**config.mk**
```make
export PLATFORM = sky130hd
export DESIGN_NAME = pipeline_ctrl_unit
export DESIGN_NICKNAME = d
export VERILOG_FILES = /design/src/rtl/pipe_ctrl_pkg.sv /design/src/rtl/pipeline_ctrl_unit_hazard_detect.sv /design/src/rtl/pipeline_ctrl_unit.sv
export SDC_FILE = /design/constraint.sdc
export NUM_CORES = 1
export LEC_CHECK = 0
export BUFFER_PORTS_ARGS = -buffer_cell sky130_fd_sc_hd__buf_4
export CORE_MARGIN = 2
export CORE_UTILIZATION = 30
export CTS_CLUSTER_DIAMETER = 40
export DETAILED_ROUTE_END_ITERATION = 10
export GPL_ROUTABILITY_DRIVEN = 0
export RECOVER_POWER = 25
export REMOVE_ABC_BUFFERS = 1
export SLEW_MARGIN = 20
export SYNTH_ARGS = -nofsm -noshare
export SYNTH_HDL_FRONTEND = slang
export SYNTH_HIERARCHICAL = 1
export SYNTH_SLANG_ARGS = --single-unit
export TNS_END_PERCENT = 1
```
**constraint.sdc**
```tcl
create_clock -name clk -period 2.65 [get_ports clk]
set_input_delay 0.1325 -clock clk [delete_from_list [all_inputs] [get_ports clk]]
set_output_delay 0.1325 -clock clk [all_outputs]
set_load 0.05 [all_outputs]
```
**src/rtl/pipe_ctrl_pkg.sv**
```systemverilog
// ============================================================================
//  Module : pipe_ctrl_pkg
//  Brief  : Shared types and stage indices for the pipeline control unit.
//  Rev    : 1.0  initial release
// ============================================================================
`default_nettype none

package pipe_ctrl_pkg;

    typedef enum logic [1:0] {
        ST_RUN    = 2'd0,
        ST_DRAIN  = 2'd1,
        ST_HALTED = 2'd2
    } state_t;

    localparam int NUM_STAGES = 5;
    localparam int STG_IF     = 0;
    localparam int STG_ID     = 1;
    localparam int STG_EX     = 2;
    localparam int STG_MEM    = 3;
    localparam int STG_WB     = 4;

    // Normal advance: every stage moves up one; kill_id drops the instruction entering ID.
    function automatic logic [NUM_STAGES-1:0] advance_valid(
        input logic [NUM_STAGES-1:0] v,
        input logic                  kill_id,
        input logic                  fetch
    );
        return {v[NUM_STAGES-2:STG_ID], v[STG_IF] & ~kill_id, fetch};
    endfunction

endpackage

`default_nettype wire

```
**src/rtl/pipeline_ctrl_unit_hazard_detect.sv**
```systemverilog
// ============================================================================
//  Module : hazard_detect
//  Brief  : Combinational load-use compare between decode sources and EX load.
//  Rev    : 1.0  initial release
// ============================================================================
`default_nettype none

module hazard_detect #(
    parameter int REG_W = 4
) (
    input  logic [REG_W-1:0] src1,
    input  logic [REG_W-1:0] src2,
    input  logic             use1,
    input  logic             use2,
    input  logic             mem_read,
    input  logic [REG_W-1:0] dst,
    output logic             hazard
);

    // R0 is hardwired zero, so a load targeting it never creates a dependency.
    assign hazard = mem_read && (dst != '0) &&
                    ((use1 && (src1 == dst)) || (use2 && (src2 == dst)));

endmodule

`default_nettype wire

```
**src/rtl/pipeline_ctrl_unit.sv**
```systemverilog
// ============================================================================
//  Module : pipeline_ctrl_unit
//  Brief  : 5-stage pipeline sequencer (hazards, branch squash, mem freeze, HLT
//           drain). Optional tracing enabled by macro PIPE_TRACE_EN.
//  Rev    : 1.0  initial release
// ============================================================================
`default_nettype none

module pipeline_ctrl_unit
    import pipe_ctrl_pkg::*;
#(
    parameter int REG_W  = 4,
    parameter int MEM_TO = 15
`ifdef PIPE_TRACE_EN
    ,
    parameter int ID_W   = 8,
    parameter int CNT_W  = 16
`endif
) (
    input  logic                  clk,
    input  logic                  rst,
    input  logic [REG_W-1:0]      id_src1,
    input  logic [REG_W-1:0]      id_src2,
    input  logic                  id_use1,
    input  logic                  id_use2,
    input  logic                  id_halt,
    input  logic                  branch_taken,
    input  logic                  ex_mem_read,
    input  logic [REG_W-1:0]      ex_dst,
    input  logic                  mem_busy,
    output logic                  pc_we,
    output logic                  if_id_we,
    output logic                  ex_mem_we,
    output logic                  mem_wb_we,
    output logic                  if_id_flush,
    output logic                  id_ex_flush,
    output logic                  stall,
    output logic                  flush,
    output logic [NUM_STAGES-1:0] stage_valid,
    output logic                  halted,
    output logic                  mem_timeout
`ifdef PIPE_TRACE_EN
    ,
    output logic [5*ID_W-1:0]     trace_ids,
    output logic [CNT_W-1:0]      retire_cnt
`endif
);

    localparam int WAIT_W = $clog2(MEM_TO + 1) + 1;
    localparam logic [WAIT_W-1:0] C_WAIT_MAX = WAIT_W'(MEM_TO);

    state_t                  r_state;
    state_t                  w_state_nxt;
    logic [NUM_STAGES-1:0]   r_valid;
    logic [NUM_STAGES-1:0]   w_valid_nxt;
    logic [2:0]              r_hlt_tag;
    logic [2:0]              w_tag_nxt;
    logic                    r_lu_done;
    logic                    w_lu_stall;
    logic                    w_hazard;
    logic                    w_busy;
    logic                    w_fetch;
    logic [WAIT_W-1:0]       r_wait;
    logic                    r_timeout;

    hazard_detect #(
        .REG_W (REG_W)
    ) u_hazard_detect (
        .src1     (id_src1),
        .src2     (id_src2),
        .use1     (id_use1),
        .use2     (id_use2),
        .mem_read (ex_mem_read),
        .dst      (ex_dst),
        .hazard   (w_hazard)
    );

    assign w_busy      = mem_busy && (r_state != ST_HALTED);
    assign stage_valid = r_valid;
    assign halted      = (r_state == ST_HALTED);
    assign mem_timeout = r_timeout;
    assign flush       = if_id_flush;

    always_ff @(posedge clk or posedge rst) begin
        if (rst) begin
            r_state   <= ST_RUN;
            r_valid   <= '0;
            r_hlt_tag <= '0;
            r_lu_done <= 1'b0;
            r_wait    <= '0;
            r_timeout <= 1'b0;
        end else begin
            r_state   <= w_state_nxt;
            r_valid   <= w_valid_nxt;
            r_hlt_tag <= w_tag_nxt;
            // Remember a serviced load-use so a held hazard only costs one bubble.
            if (!w_busy) begin
                r_lu_done <= w_lu_stall;
            end
            if (w_busy) begin
                if (r_wait != C_WAIT_MAX) begin
                    r_wait <= r_wait + WAIT_W'(1);
                end else begin
                    r_timeout <= 1'b1;
                end
            end else begin
                r_wait <= '0;
            end
        end
    end

    always_comb begin
        w_state_nxt = r_state;
        w_valid_nxt = r_valid;
        w_tag_nxt   = r_hlt_tag;
        w_lu_stall  = 1'b0;
        w_fetch     = 1'b0;
        pc_we       = 1'b0;
        if_id_we    = 1'b0;
        ex_mem_we   = 1'b0;
        mem_wb_we   = 1'b0;
        if_id_flush = 1'b0;
        id_ex_flush = 1'b0;
        stall       = 1'b0;

        if (!rst) begin
            if (r_state == ST_HALTED) begin
                w_valid_nxt = '0;
            end else if (mem_busy) begin
                stall = 1'b1;
            end else if (w_hazard && !r_lu_done) begin
                w_lu_stall  = 1'b1;
                stall       = 1'b1;
                id_ex_flush = 1'b1;
                ex_mem_we   = 1'b1;
                mem_wb_we   = 1'b1;
                w_valid_nxt = {r_valid[STG_MEM], r_valid[STG_EX], 1'b0,
                               r_valid[STG_ID], r_valid[STG_IF]};
            end else begin
                pc_we     = 1'b1;
                if_id_we  = 1'b1;
                ex_mem_we = 1'b1;
                mem_wb_we = 1'b1;
                if (r_state == ST_RUN) begin
                    w_fetch = 1'b1;
                    if (id_halt && r_valid[STG_ID]) begin
                        pc_we       = 1'b0;
                        if_id_flush = 1'b1;
                        w_fetch     = 1'b0;
                        w_state_nxt = ST_DRAIN;
                        w_tag_nxt   = 3'b001;
                    end else if (branch_taken && r_valid[STG_ID]) begin
                        if_id_flush = 1'b1;
                    end
                end else begin
                    pc_we       = 1'b0;
                    if_id_flush = 1'b1;
                end
                w_valid_nxt = advance_valid(r_valid, if_id_flush, w_fetch);
            end

            // HLT token walks EX -> MEM -> WB whenever the back end advances.
            if (r_state == ST_DRAIN && ex_mem_we) begin
                if (r_hlt_tag[2]) begin
                    w_state_nxt = ST_HALTED;
                    w_valid_nxt = '0;
                    w_tag_nxt   = '0;
                end else begin
                    w_tag_nxt   = {r_hlt_tag[1:0], 1'b0};
                end
            end
        end
    end

`ifdef PIPE_TRACE_EN
    logic [ID_W-1:0]  r_id_cnt;
    logic [ID_W-1:0]  r_tr_id;
    logic [ID_W-1:0]  r_tr_ex;
    logic [ID_W-1:0]  r_tr_mem;
    logic [ID_W-1:0]  r_tr_wb;
    logic [CNT_W-1:0] r_retire;

    always_ff @(posedge clk or posedge rst) begin
        if (rst) begin
            r_id_cnt <= '0;
            r_tr_id  <= '0;
            r_tr_ex  <= '0;
            r_tr_mem <= '0;
            r_tr_wb  <= '0;
            r_retire <= '0;
        end else begin
            if (if_id_we) begin
                r_tr_id <= r_id_cnt;
                if (r_valid[STG_IF] && !if_id_flush) begin
                    r_id_cnt <= r_id_cnt + ID_W'(1);
                end
            end
            if (ex_mem_we) begin
                r_tr_ex  <= r_tr_id;
                r_tr_mem <= r_tr_ex;
                r_tr_wb  <= r_tr_mem;
            end
            if (mem_wb_we && r_valid[STG_WB]) begin
                r_retire <= r_retire + CNT_W'(1);
            end
        end
    end

    assign trace_ids  = {r_tr_wb, r_tr_mem, r_tr_ex, r_tr_id, r_id_cnt};
    assign retire_cnt = r_retire;
`endif

endmodule

`default_nettype wire

```
==> results of run 1 <==
cell type report:
type                       count  area, sq um
multi-input combinational     73          522
fill                         339         1790
timing repair buffer          36          265
tap                           44         55.1
sequential                    17          425
inverter                       5         18.8
clock inverter                 1         5.00
clock buffer                   3         22.5
logic make-up (layout without fill, tap and decap cells):
logic type      Yosys count  in the layout  share of synthesized area (%)
buf+inv                   9             45                           4.90
mux                       1              1                           1.01
simple gates             38             38                           22.4
compound gates           21             21                           16.8
xor+xnor                 11             11                           9.67
flops                    17             17                           42.7
fa+ha+maj                 2              2                           2.51
power breakdown:
part	switching [W]	leakage [nW]	total [W]	internal (W)
Sequential	0.0000847	0.229	0.000418	0.000334
Combinational	0.000331	0.392	0.000519	0.000188
Clock	0.0000784	0.0177	0.000134	0.0000559
final timing paths:
check | from | endpoint | slack, ns
worst max-delay path | rst | flush | 0.67
worst min-delay path | id_halt | stage_valid[0] | 0.17
worst max register to register | r_wait[0] | r_wait[3] | 1.06
worst min register to register | mem_timeout | mem_timeout | 0.49
max in group asynchronous | rst | r_wait[0] | 1.38
min in group asynchronous | rst | r_wait[4] | 0.49
state kept, by name, summed over array words and instances, names as in the netlist:
signal	flops
mem_timeout	1
r_hlt_tag	3
r_lu_done	1
r_state	2
r_wait	5
stage_valid	5
cells in the final DEF, fill, tap and decap left out, types with 2 or more instances in the layout:
master,Yosys,final
ha_1,2,2
nor2_2,2,2
a31o_2,2,2
dfrtp_1,17,17
xnor2_1,3,3
buf_4,2,33
clkbuf_4,0,3
nand3_1,3,3
nor2_1,12,12
nor2b_1,2,2
a21oi_1,3,3
a22o_1,2,2
clkbuf_1,1,2
inv_1,5,5
nor3_1,3,3
and3_1,2,2
xor2_1,8,8
nand2_1,6,6
a32o_1,2,2
worst max-delay path, cell delays in order:
cell and delay [ns]:
dlygate4sd3_1 0.53, clkbuf_1 0.20, nor2_2 0.24, nand2_1 0.14, a211oi_1 0.34, buf_4 0.27
per-stage QoR:
stage               instances  worst slack [ns]  total power [W]  area (sq um)  util (%)
finish                    179             0.670          0.00107          1310      42.3
floorplan                  95            -0.667         0.000782           966         -
detailed placement        174             0.912         0.000949          1280      41.4
CTS                       179             0.740          0.00109          1320      42.6
global route              179             0.536          0.00115          1310      42.3
global placement          174             0.928         0.000939          1280      41.4
per-layer routing:
layer  vias to the layer above  part of all wire, %  global-route usage (%)
met1                       387                   47                    16.8
met4                         0                  1.2                    2.43
met2                        11                   49                    22.7
li1                        421                    -                       -
met5                         -                    0                       0
met3                         4                  2.9                    2.73
==> impl_metrics.csv, run 1 <==
group,metric,value,unit
detailed_routing,viasPerCell,4.60,
power,peakVddDrop,0.296,mV
detailed_routing,num_vias,823,
yosys,synth_ff_type,"dfrtp_1",
placement,port-buffer-count,34,
global_routing,grt_pass1_wl,3750,um
detailed_routing,wl_per_cell,11.8,um
die,die_w,61.6,um
yosys,synth_area_leaders,"dfrtp_1 (43%), xor2_1 (7.0%), nor2_1 (4.5%), xnor2_1 (2.6%), ha_1 (2.5%)",
setup_path,cp-start-kind,"primary input",
yosys,netlist_area,996,sq um
layout,nets,158,
yosys,synth_seq_area_share,42.7,%
detailed_routing,firstDrtPassIters,3,
power,powerDensity,816,nW/um^2
sta,slew_headroom,64.1,%
global_routing,track_usage,13.1,%
yosys,yosysMostFrequentCell,"dfrtp_1",
clocking,clock_sinks,17,
global_routing,grt_max_degree,11,
sta,rsz0062_at_grt,"false",
worst_hold_path,min_path_cells,3,
clocking,worstSkewPairLatency,0.28,ns
setup_path,ff2ff_path_depth,6,
setup_path,cp.arrival,1.85,ns
clocking,cts_buffers,3,
clocking,cts_tree,"done",
layout,area_growth,31.9,%
sta,worst_pin_slew,0.538,ns
setup_path,cp_max_fo,5,
die,initial_utilization,32.1,%
layout,diodes,0,
yosys,avgSynthCellArea,10.1,sq um
die,rows,20,
die,dieArea,3800,sq um
yosys,yosys-top-cells-count,"dfrtp_1 (17), nor2_1 (12), xor2_1 (8), nand2_1 (6), inv_1 (5)",
die,die_h,61.6,um
clocking,clock-root-buffer,"clkbuf_4",
clocking,cts_resized,0,
yosys,syn_inst,99,
yosys,synth_area_leader_cell,"dfrtp_1",
die,core-area,3100,sq um
worst_hold_path,hold_class,"in -> reg",
layout,drive_above_1_share,37.8,%
sta,final-hold-violation-count,0,
yosys,ys_seq_elements,17,
setup_path,path_class,"in -> out",
die,num_io_pins,35,
sta,drv_slew,0,
sta,tns,0,ns
clocking,clk_pin_slew,0.10,ns
global_routing,grt-ovfl-total,0,
detailed_routing,drt_iter0_drc,18,
clocking,htree_levels,1,
sta,finalSetupViolations,0,
power,p_leak,0.639,nW
yosys,synthDistinctLibCells,40,
detailed_routing,ant_nets,0,
clocking,clock_path_buffers,2,
detailed_routing,route.detailed.drc,0,
detailed_routing,drt-total-wl,2110,um
global_routing,antenna_found_initial,0,
clocking,cts_hold_buf,1,
sta,period_minus_slack,1.98,ns
run,cap_violations,0,
sta,fin_crit_sh,74.7,%
sta,fmax,505,MHz
status,status,"complete, no violations",
sta,fin_skew,0.00229,ns
placement,place_hpwl,1730,um
sta,hold_ws,0.169,ns
setup_path,endpoint_kind,"output pin",
global_routing,grt_pass1_vias,852,
yosys,netlist.area_leader.share,42.7,%
yosys,synth_edf_count,0,
clocking,post_cts_buffers,0,
yosys,yosysWarnings,6,
yosys,synthArstFlopShare,100,%
setup_path,worstPathRequired,2.52,ns
No activity file was read; power rests on OpenSTA's default activity.
==> run 2: changes to the inputs <==
==> constraint.sdc (replaced) <==
create_clock -name clk -period 1.6 [get_ports clk]
set_input_delay 0.08 -clock clk [delete_from_list [all_inputs] [get_ports clk]]
set_output_delay 0.08 -clock clk [all_outputs]
set_load 0.05 [all_outputs]
==> impl_metrics.csv, run 2 (synthesis gave the netlist of run 1 again) <==
group,metric,value,unit
detailed_routing,wl_per_cell,12.0,um
global_routing,use_met1,16.0,%
setup_path,startpoint,"ex_dst[3]",
sta,period_minus_slack,1.55,ns
layout,diodes,0,
global_routing,grt_util_met3,2.73,%
die,rows,20,
die,dieArea,3800,sq um
die,die_h,61.6,um
clocking,clock-root-buffer,"clkbuf_4",
sta,final-hold-violation-count,0,
die,core-area,3100,sq um
detailed_routing,viasPerCell,4.64,
power,powerDensity,1360,nW/um^2
clocking,clk_pin_slew,0.10,ns
setup_path,crit_path_top_delay_cell,"or2b_4",
layout,fillCellCount,323,
global_routing,grt_pass1_vias,807,
setup_path,path_buf_inv,2,
global_routing,track_usage,12.8,%
global_routing,antenna_found_initial,0,
layout,nets,165,
setup_path,path_cells,"buf_4 > xor2_1 > nor3_1 > nand3_1 > a21oi_1 > or2b_4 > nor2_1 > buf_4",
setup_path,path_class,"in -> out",
setup_path,endpoint_kind,"output pin",
sta,drv_slew,0,
sta,worst_pin_slew,0.660,ns
setup_path,crit_cells,8,
detailed_routing,route.detailed.drc,0,
setup_path,r2r_slack,0.14,ns
sta,slew_headroom,56.0,%
layout,layout_commonest_cell,"buf_4",
layout,multi_input_area,547,sq um
sta,fin_crit_sh,96.8,%
status,status,"complete, no violations",
global_routing,grt-ovfl-total,0,
layout,seq_area,427,sq um
setup_path,crit_top_cell,"buf_4",
worst_hold_path,hold_class,"in -> reg",
setup_path,cp-start-kind,"primary input",
detailed_routing,firstDrtPassIters,4,
clocking,clock_sinks,17,
setup_path,ff2ff_path_depth,6,
setup_path,cp_max_fo,5,
die,initial_utilization,32.1,%
clocking,cts_buffers,3,
placement,pre_cts_ws,0.0378,ns
global_routing,grt_use_met2,22.1,%
detailed_routing,ant_nets,0,
setup_path,cp.arrival,1.47,ns
clocking,clock_path_buffers,2,
setup_path,r2r_start,"r_wait[0]",
layout,drive_above_1_share,45.1,%
die,die_w,61.6,um
detailed_routing,drt_iter0_drc,33,
sta,fin_skew,0.00132,ns
power,p_leak,0.681,nW
setup_path,critical-path-top-delay-family,"simple AND/OR/NAND/NOR gates",
layout,final_cell_mix,"buf_4 (38), dfrtp_1 (16), nor2_1 (11)",
setup_path,worstPathRequired,1.52,ns
detailed_routing,num_vias,863,
die,num_io_pins,35,
layout,post-route-util,45.4,%
sta,rsz0062_at_grt,"true",
placement,place_hpwl,1750,um
sta,finalSetupViolations,0,
layout,area_growth,41.3,%
placement,port-buffer-count,34,
global_routing,grt_max_degree,13,
sta,fin_ws,0.0512,ns
run,cap_violations,0,
detailed_routing,drt-total-wl,2230,um
global_routing,grt-busiest-layer,"met2",
power,peakVddDrop,0.449,mV
global_routing,grt_pass1_wl,3650,um
sta,fmax,646,MHz
setup_path,slowest_delay,0.32,ns
clocking,worstSkewPairLatency,0.29,ns
setup_path,crit_end,"id_ex_flush",
setup_path,r2r-end,"r_wait[3]",
clocking,cts_tree,"done",
sta,tns,0,ns
clocking,htree_levels,1,
## run 2: worst min path at each step
stage | startpoint | to | cells after the start
finish | mem_busy | mem_timeout | 2
global route | mem_busy | r_wait[2] | 3
CTS | id_halt | stage_valid[0] | 3
detailed placement | rst | stage_valid[2] | 2
global placement | rst | stage_valid[2] | 2
floorplan | rst | mem_timeout | 1
## run 2: through the flow
stage / cells / power, W / instance area (sq um) / hold WS [ns]
final: 186 / 0.00191 / 1410 / 0.132
after global placement: 177 / 0.00158 / 1310 / 0.0825
after CTS: 182 / 0.00186 / 1360 / 0.119
after global routing: 186 / 0.00204 / 1410 / 0.123
after detailed placement: 177 / 0.00159 / 1310 / 0.0913
after floorplan: 95 / 0.00129 / 966 / 0.0301
## run 2: timing repair
item,in CTS,in global routing
endpoints found under the setup margin,3,5
resized for setup,6,5
hold buffers,1,0
cloned,0,0
pin swaps,1,1
buffers inserted,0,4
hold endpoints to repair,5,0
## run 2: area by class of cell
type	instances	area share [%]
multi-input combinational	73	38.8
sequential	17	30.3
timing repair buffer	43	23.6
tap	44	3.91
clock buffer	3	1.60
inverter	5	1.33
clock inverter	1	0.356
## run 2: power by group
group / leakage (nW) / switching, W / internal [W] / total (W)
sequential: 0.228 / 0.000114 / 0.000555 / 0.000669
clock: 0.0177 / 0.000139 / 0.0000928 / 0.000232
combinational: 0.436 / 0.000619 / 0.000392 / 0.00101
total: 0.681 / 0.000873 / 0.00104 / 0.00191
## run 2: per-layer routing
layer	vias to the layer above	wire, um
met4	0	0
li1	430	-
met3	0	84
met1	414	1020
met2	19	1130
met5	-	0
==> run 3: changes to the inputs <==
--- a/config.mk
+++ b/config.mk
@@ -16,6 +16,5 @@
 export SLEW_MARGIN = 20
 export SYNTH_ARGS = -nofsm -noshare
 export SYNTH_HDL_FRONTEND = slang
-export SYNTH_HIERARCHICAL = 1
 export SYNTH_SLANG_ARGS = --single-unit
 export TNS_END_PERCENT = 1
==> impl_metrics.csv, run 3 <==
group,metric,value,unit
placement,port-buffer-count,34,
setup_path,path_class,"reg -> out",
die,dieArea,3730,sq um
detailed_routing,drt_iter0_drc,9,
layout,diodes,0,
layout,drive_above_1_share,44.0,%
yosys,syn_inst,105,
setup_path,path_buf_inv,2,
sta,fin_ws,-0.142,ns
yosys,ys_seq_elements,17,
placement,place_hpwl,1880,um
die,initial_utilization,31.8,%
sta,rsz0062_at_grt,"true",
power,peakVddDrop,0.417,mV
clocking,clock-root-buffer,"clkbuf_4",
setup_path,cp.arrival,1.66,ns
yosys,yosysWarnings,0,
detailed_routing,top_layer,"met4",
yosys,synth_ff_type,"dfrtp_1",
layout,layout_commonest_cell,"buf_4",
detailed_routing,wl_met3,116,um
detailed_routing,route.detailed.drc,0,
layout,fillCellCount,320,
yosys,synth_edf_count,0,
layout,post-route-util,47.2,%
die,core-area,3080,sq um
clocking,clk_pin_slew,0.10,ns
setup_path,cp_max_fo,4,
yosys,netlist_area,978,sq um
yosys,netlist.area_leader.share,43.5,%
setup_path,cp-start-kind,"register",
global_routing,grt_pass1_wl,4310,um
sta,final-hold-violation-count,0,
yosys,synthDistinctLibCells,39,
die,rows,20,
detailed_routing,wl_met1,1030,um
global_routing,track_usage,15.4,%
layout,final_cell_mix,"buf_4 (35), dfrtp_1 (17), nand2_1 (10)",
detailed_routing,num_vias,922,
layout,multi_input_area,554,sq um
yosys,synthArstFlopShare,100,%
clocking,clock_sinks,17,
yosys,synth_area_leader_cell,"dfrtp_1",
yosys,avgSynthCellArea,9.32,sq um
detailed_routing,ant_nets,0,
setup_path,slowest_delay,0.42,ns
detailed_routing,firstDrtPassIters,4,
layout,seq_area,425,sq um
yosys,synth_area_leaders,"dfrtp_1 (43%), xor2_1 (7.2%), nor2_1 (4.6%), nand2_1 (3.8%), nor3_1 (3.6%)",
detailed_routing,viasPerCell,4.75,
global_routing,grt_pass1_vias,970,
clocking,htree_levels,1,
sta,tns,-0.492,ns
yosys,yosys-top-cells-count,"dfrtp_1 (17), nor2_1 (12), nand2_1 (10), xor2_1 (8), nor3_1 (7)",
global_routing,grt-ovfl-total,0,
sta,slew_headroom,40.2,%
yosys,yosysMostFrequentCell,"dfrtp_1",
sta,finalSetupViolations,5,
sta,fin_crit_sh,109,%
clocking,cts_buffers,3,
layout,area_growth,48.3,%
status,violations,"negative setup slack",
setup_path,crit_top_cell,"nor2_2",
die,die_w,61.1,um
sta,worst_pin_slew,0.897,ns
global_routing,grt_max_degree,18,
setup_path,worstPathRequired,1.52,ns
worst_hold_path,hold_class,"in -> reg",
placement,pre_cts_ws,0.0187,ns
clocking,worstSkewPairLatency,0.29,ns
sta,period_minus_slack,1.74,ns
status,status,"finished with violations",
global_routing,antenna_found_initial,0,
sta,fmax,574,MHz
setup_path,endpoint_kind,"output pin",
sta,drv_slew,0,
clocking,cts_tree,"done",
yosys,synth_seq_area_share,43.5,%
setup_path,path_cells,"inv_2 > nor2_2 > or3_4 > nor2_2 > and2_4 > buf_6",
detailed_routing,drt-total-wl,2470,um
setup_path,critical-path-top-delay-family,"simple AND/OR/NAND/NOR gates",
setup_path,r2r_slack,0.03,ns
power,powerDensity,516,nW/um^2
setup_path,crit_path_top_delay_cell,"dfrtp_1",
detailed_routing,wl_per_cell,12.7,um
run,cap_violations,0,
sta,fin_skew,0.00616,ns
clocking,clock_path_buffers,2,
power,total_power,0.000749,W
die,die_h,61.1,um
power,p_leak,0.711,nW
die,num_io_pins,35,
layout,nets,173,
detailed_routing,wl_met2,1300,um
run 3: repair_timing:
item                                    4_1_cts  5_1_grt
endpoints found under the setup margin        9       10
hold endpoints to repair                     17        0
gates resized for setup                      10       10
pin swaps                                     4        3
setup buffers                                 3        1
hold buffers                                  1        0
run 3: area by class of cell:
class                      instances  share of cell area, %
multi-input combinational         78                   38.2
inverter                           6                   1.55
sequential                        17                   29.3
tap                               44                   3.79
timing repair buffer              45                   25.3
clock buffer                       3                   1.55
clock inverter                     1                  0.345
run 3: worst paths after layout:
path | start | to | depth (start not counted)
setup / recovery | r_state[1] | if_id_flush | 6
hold / removal | mem_busy | r_state[1] | 2
setup reg to reg | r_state[1] | r_hlt_tag[0] | 4
hold reg to reg | mem_timeout | mem_timeout | 1
max in group asynchronous | rst | r_wait[2] | 4
min in group asynchronous | rst | stage_valid[1] | 4
run 3: logic make-up (layout without fill, tap and decap cells):
| logic type | Yosys count | after routing | share of synthesized area (%) |
|---|---|---|---|
| fa+ha+maj | 2 | 2 | 2.56 |
| simple gates | 45 | 45 | 23.5 |
| compound gates | 19 | 19 | 14.8 |
| flops | 17 | 17 | 43.5 |
| buf+inv | 10 | 55 | 4.73 |
| mux | 1 | 1 | 1.02 |
| xor+xnor | 11 | 11 | 9.85 |
run 3: power by group:
| part | switching [W] | total (W) | internal (W) | leakage [nW] |
|---|---|---|---|---|
| registers | 0.0000000000000000000261 | 0.000429 | 0.000429 | 0.222 |
| logic | 0.0000426 | 0.0000915 | 0.0000489 | 0.472 |
| clock network | 0.000135 | 0.000228 | 0.0000930 | 0.0177 |
| total | 0.000178 | 0.000749 | 0.000571 | 0.711 |
run 3: through the flow:
step                std cells  hold slack [ns]  area, sq um
finish                    194           0.0357         1450
global route              194           0.0412         1450
CTS                       194           0.0254         1410
detailed placement        186            0.181         1320
global placement          186            0.178         1320
floorplan                 101           0.0142          955
run 3: worst reg2reg max path: stages (launching register included):
cell and delay (ns):
dfrtp_1 0.42, buf_4 0.16, or3_2 0.51, nor3_2 0.22
a2bb2oi_1 0.18
run 3: layer usage:
metal	vias up	global-route usage [%]
met3	4	5.04
met5	-	0
met2	21	26.6
met4	0	4.04
li1	454	-
met1	443	18.4
